**src/rtl/argmax_accuracy_scorer.sv**
```systemverilog
// argmax_accuracy_scorer: serial sign-magnitude argmax with running accuracy counters.
// Define CONFUSION_MATRIX_EN to add a [label][pred] confusion matrix with combinational read port.
module argmax_accuracy_scorer #(
    parameter int BITSIZE     = 20,
    parameter int NUM_CLASSES = 2,
    parameter int CNT_W       = 16,
    parameter int LABEL_W     = (NUM_CLASSES > 1) ? $clog2(NUM_CLASSES) : 1
) (
    input  logic                           clk,
    input  logic                           reset,
    input  logic                           clear,
    input  logic                           in_valid,
    output logic                           in_ready,
    input  logic [BITSIZE*NUM_CLASSES-1:0] scores,
    input  logic [LABEL_W-1:0]             label,
    output logic                           out_valid,
    output logic [LABEL_W-1:0]             pred_class,
    output logic                           correct,
    output logic                           label_err,
    output logic [CNT_W-1:0]               total_cnt,
    output logic [CNT_W-1:0]               correct_cnt
`ifdef CONFUSION_MATRIX_EN
    ,
    input  logic [LABEL_W-1:0]             conf_rd_row,
    input  logic [LABEL_W-1:0]             conf_rd_col,
    output logic [CNT_W-1:0]               conf_rd_data
`endif
);
    localparam int SW = BITSIZE * NUM_CLASSES;

    typedef enum logic [1:0] {IDLE, SCAN, DONE} state_t;
    state_t state, state_nx;

    logic [SW-1:0]      sbuf;
    logic [BITSIZE-1:0] best, cand;
    logic [LABEL_W-1:0] idx, best_idx, label_q;
    logic               last, lerr, hit;

    // Map sign-magnitude onto a signed value so -0 and +0 compare equal.
    function automatic logic signed [BITSIZE:0] key(input logic [BITSIZE-1:0] s);
        return s[BITSIZE-1] ? -$signed({2'b00, s[BITSIZE-2:0]}) : $signed({2'b00, s[BITSIZE-2:0]});
    endfunction

    // Remaining scores are shifted up so the candidate is always in the top slot.
    assign cand = sbuf[SW-1 -: BITSIZE];
    assign last = idx == LABEL_W'(NUM_CLASSES - 1);
    assign lerr = int'(label_q) >= NUM_CLASSES;
    assign hit  = !lerr && best_idx == label_q;

    always_ff @(posedge clk or negedge reset)
        if (!reset) state <= IDLE;
        else        state <= state_nx;

    always_comb
        state_nx = state == IDLE ? (in_valid ? SCAN : IDLE) :
                   state == SCAN ? (last ? DONE : SCAN) : IDLE;

    always_comb
        in_ready = state == IDLE;

    always_ff @(posedge clk or negedge reset) begin
        if (!reset) begin
            sbuf       <= '0;
            best       <= '0;
            idx        <= '0;
            best_idx   <= '0;
            label_q    <= '0;
            out_valid  <= 1'b0;
            pred_class <= '0;
            correct    <= 1'b0;
            label_err  <= 1'b0;
        end else begin
            out_valid <= state == DONE;
            if (state == IDLE && in_valid) begin
                sbuf     <= scores << BITSIZE;
                best     <= scores[SW-1 -: BITSIZE];
                idx      <= LABEL_W'(1);
                best_idx <= '0;
                label_q  <= label;
            end
            if (state == SCAN) begin
                sbuf <= sbuf << BITSIZE;
                idx  <= idx + LABEL_W'(1);
                if (key(cand) > key(best)) begin
                    best     <= cand;
                    best_idx <= idx;
                end
            end
            if (state == DONE) begin
                pred_class <= best_idx;
                correct    <= hit;
                label_err  <= lerr;
            end
        end
    end

    always_ff @(posedge clk or negedge reset) begin
        if (!reset) begin
            total_cnt   <= '0;
            correct_cnt <= '0;
        end else if (clear) begin
            total_cnt   <= '0;
            correct_cnt <= '0;
        end else if (state == DONE) begin
            if (total_cnt != '1) total_cnt <= total_cnt + CNT_W'(1);
            if (hit && correct_cnt != '1) correct_cnt <= correct_cnt + CNT_W'(1);
        end
    end

`ifdef CONFUSION_MATRIX_EN
    logic [CNT_W-1:0] conf [NUM_CLASSES][NUM_CLASSES];

    always_ff @(posedge clk or negedge reset) begin
        if (!reset) begin
            for (int i = 0; i < NUM_CLASSES; i++)
                for (int j = 0; j < NUM_CLASSES; j++) conf[i][j] <= '0;
        end else if (clear) begin
            for (int i = 0; i < NUM_CLASSES; i++)
                for (int j = 0; j < NUM_CLASSES; j++) conf[i][j] <= '0;
        end else if (state == DONE && !lerr && conf[label_q][best_idx] != '1) begin
            conf[label_q][best_idx] <= conf[label_q][best_idx] + CNT_W'(1);
        end
    end

    assign conf_rd_data = (int'(conf_rd_row) < NUM_CLASSES && int'(conf_rd_col) < NUM_CLASSES) ?
                          conf[conf_rd_row][conf_rd_col] : '0;
`endif
endmodule

```
**config.mk**
```make
export PLATFORM = sky130hd
export DESIGN_NAME = argmax_accuracy_scorer
export DESIGN_NICKNAME = d
export VERILOG_FILES = /design/src/rtl/argmax_accuracy_scorer.sv
export SDC_FILE = /design/constraint.sdc
export NUM_CORES = 1
export LEC_CHECK = 0
export ABC_AREA = 1
export ABC_CLOCK_PERIOD_IN_PS = 4100
export CAP_MARGIN = 40
export CORE_ASPECT_RATIO = 1.1
export CORE_UTILIZATION = 55
export DETAILED_ROUTE_END_ITERATION = 7
export GPL_TIMING_DRIVEN = 0
export HOLD_SLACK_MARGIN = 0.12
export PLACE_DENSITY = 0.81
export SYNTH_ARGS = -nofsm -noshare
export SYNTH_HDL_FRONTEND = slang
export SYNTH_SLANG_ARGS = --single-unit
```
**constraint.sdc**
```tcl
create_clock -name clk -period 4.1 [get_ports clk]
set_clock_uncertainty 0.05 [all_clocks]
set_input_delay 0.615 -clock clk [delete_from_list [all_inputs] [get_ports clk]]
set_output_delay 0.615 -clock clk [all_outputs]
set_load 0.05 [all_outputs]
```
==> results.sh <==
export IMPL_routed_via_density=5.48
export IMPL_dpl_worst_slack_ps=586
export IMPL_critPathMaxFanout=10
export IMPL_layout_drive_gt1_share_pct=7.47
export IMPL_crit_type="reg -> reg"
export IMPL_dr_pass1_iters=5
export IMPL_numPortBuffers=79
export IMPL_grt_pass1_wl_um=23800
export IMPL_crit_path_start="sbuf[20]$_DFFE_PN0P_"
export IMPL_cts_tree="yes"
export IMPL_finalHoldViolations=0
export IMPL_multiInputGateArea_sq_mm=0.00299
export IMPL_finalCritPeriodShare_pct=87.9
export IMPL_leakage_nw=3.22
export IMPL_placeableCoreArea_sq_mm=0.00949
export IMPL_start_kind="register"
export IMPL_fillCellCount=814
export IMPL_drc_errors=0
export IMPL_syn_to_final_growth_pct=22.4
export IMPL_arrival_ps=3860
export IMPL_syn_area_per_cell_sq_um=7.20
export IMPL_clk_latency_ps=370
export IMPL_overflow=0
export IMPL_postLayoutCellArea_sq_mm=0.00670
export IMPL_synth_edf_count=0
export IMPL_status="complete, no violations"
export IMPL_tightest_slew_ps=679
export IMPL_min_period_ps=3610
export IMPL_hp_start="pred_class$_DFFE_PN0P_"
export IMPL_cts_setup_buffers=0
export IMPL_instances_no_fill=974
export IMPL_synth_ff_type="dfrtp_1"
export IMPL_start_util_pct=57.6
export IMPL_syn_nets=830
export IMPL_ys_async_sr_fraction_pct=100
export IMPL_powerDensity_mw_per_mm2=748
export IMPL_cts_buffers=9
export IMPL_drt_iter0_drc=308
export IMPL_fin_ws_ps=495
export IMPL_rows=37
export IMPL_grt_max_degree=54
export IMPL_cp_required_ps=4360
export IMPL_seqCellArea_sq_mm=0.00200
export IMPL_post_drt_wl_per_cell_um=14.5
export IMPL_clk_pin_slew_ps=90
export IMPL_setup_violations=0
export IMPL_grt_pass1_vias=5202
export IMPL_hp_class="reg -> reg"
export IMPL_ir_worst_vdd_uv=466
export IMPL_ctsLongestPathBuffers=2
export IMPL_place_hpwl_um=10800
export IMPL_root_buffer="clkbuf_8"
export IMPL_seq_area_frac_synth_pct=36.6
export IMPL_synth_top_cells_by_area="dfrtp_1 (37%), nand2_1 (15%), xor2_1 (6.4%)"
export IMPL_synth_area_leader_cell="dfrtp_1"
export IMPL_grt_total_usage_pct=28.8
export IMPL_vias=5336
export IMPL_ys_warn_count=0
export IMPL_rsz0062_at_grt="no"
export IMPL_final_nets=922
export IMPL_clock_sinks=80
export IMPL_drv_cap=0
export IMPL_slew_headroom_pct=54.7
export IMPL_post_route_util_pct=70.6
export IMPL_r2r_start="sbuf[20]$_DFFE_PN0P_"
export IMPL_cts_max_level=3
export IMPL_synth_cells=760
export IMPL_yosys_area_top_type_share_pct=36.6
export IMPL_place_inst=957
export IMPL_synth_seq_cells=80
export IMPL_postRouteAntennaNets=0
export IMPL_fmax_ghz=0.277
export IMPL_crit_path_end_kind="register"
export IMPL_slew_viol_final=0
export IMPL_die_w_um=97.1
export IMPL_place_gp_congestion=0.930
export IMPL_synth_distinct_cells=42
export IMPL_die_area_sq_mm=0.0103
export IMPL_antenna_found_initial=0
export IMPL_ios=82
export IMPL_postPlaceCellArea_sq_mm=0.00643
export IMPL_die_h_um=107
export IMPL_finalPower_w=0.00501
export IMPL_antenna_cells=0
export IMPL_netlist_area_sq_mm=0.00547
export IMPL_routed_wl_um=14100
per-layer routing:
layer | global-route usage (%) | up-vias | wire length [um]
li1 | - | 2632 | -
met3 | 3.32 | 31 | 746
met1 | 35.9 | 2496 | 6020
met5 | 0 | - | 0
met2 | 49.4 | 177 | 6940
met4 | 15.1 | 0 | 410
layout by cell type (no fill, tap or decap), drive strengths merged, types with 2 or more instances in the layout:
cell type,count
a21oi,24
a31oi,4
buf,18
bufinv,3
clkbuf,21
clkdlybuf4s50,78
dfrtp,80
ha,25
inv,94
nand2,225
nand3,67
nand3b,2
nand4,13
nor2,57
nor3,20
o21ai,62
o31ai,6
or2,3
xnor2,2
xor2,40
state kept, by name, summed over array words and instances (netlist names):
| register | cells |
|---|---|
| best | 20 |
| best_idx | 1 |
| correct | 1 |
| correct_cnt | 16 |
| idx | 1 |
| label_q | 1 |
| out_valid | 1 |
| pred_class | 1 |
| sbuf | 20 |
| state | 2 |
| total_cnt | 16 |
cell type report:
type	instances	share of cell area, %
Multi-Input combinational cell	560	44.6
Sequential cell	80	29.9
Timing Repair Buffer	81	12.3
Inverter	94	5.27
Clock buffer	11	2.26
Tap cell	117	2.19
Buffer	26	1.92
Clock inverter	5	1.53
timing repair:
item,CTS,global route
endpoints found under the hold margin,21,0
gates resized for setup,0,0
hold buffers,1,0
worst max-delay path: stages, from the launching register on:
cell and delay [ps]:
dfrtp_1 390, inv_1 150, ha_1 280, nand4_1 150, o21ai_1 230, o21ai_1 140, nor2_1 210, o21ai_1 130
nor2_1 140, inv_1 60, ha_1 340, nand2_1 110, nor2_1 60, nand2_1 90, inv_1 60, a41oi_1 270
clkbuf_1 390, nand3_1 180, nand2_1 100
Yosys cell counts, types with 2 or more instances:
| library cell | instances |
|---|---|
| nand2_1 | 219 |
| inv_1 | 89 |
| dfrtp_1 | 80 |
| nand3_1 | 66 |
| o21ai_0 | 55 |
| nor2_1 | 52 |
| xor2_1 | 40 |
| ha_1 | 25 |
| a21oi_1 | 20 |
| nor3_1 | 14 |
| nand4_1 | 13 |
| buf_2 | 10 |
| clkbuf_1 | 10 |
| o21ai_1 | 7 |
| o31ai_1 | 6 |
| inv_2 | 5 |
| nand2_2 | 5 |
| a31oi_1 | 4 |
| a21oi_2 | 3 |
| buf_4 | 3 |
| nor2_2 | 3 |
| nor3_2 | 3 |
| nor3_4 | 3 |
| or2_2 | 3 |
| buf_1 | 2 |
| nand3b_1 | 2 |
| nor2_4 | 2 |
| xnor2_1 | 2 |
path summary, 6_finish.rpt:
check	to	slack [ps]	cells after the start
min in group asynchronous	total_cnt[1]$_DFFE_PN0P_	640	2
worst min-delay path	pred_class$_DFFE_PN0P_	450	2
worst max register to register	best[10]$_DFF_PN0_	490	18
worst min register to register	pred_class$_DFFE_PN0P_	450	2
max in group asynchronous	sbuf[36]$_DFFE_PN0P_	2750	3
worst max-delay path	best[10]$_DFF_PN0_	490	18
kinds of logic (layout without fill, tap and decap cells):
kind of cell | count (synthesis) | after routing | synth area share [%]
flops | 80 | 80 | 36.6
fa+ha+maj | 25 | 25 | 5.72
simple gates | 389 | 389 | 31.4
other cells | 1 | 1 | 0.0686
buf+inv | 120 | 217 | 8.81
compound gates | 103 | 103 | 10.7
xor+xnor | 42 | 42 | 6.72
report_power, final:
part           switching [W]  internal (W)  total, W
sequential          0.000188       0.00101   0.00120
clock               0.000306      0.000437  0.000742
combinational        0.00201       0.00106   0.00307
total                0.00250       0.00251   0.00501
stage by stage:
stage          hold slack, ps  TNS (ps)
6_report                  448         0
5_1_grt                   471         0
4_1_cts                   455         0
3_5_place_dp              430         0
3_3_place_gp              419    -41690
2_1_floorplan             269         0
Power figures use the tool's default switching activity.
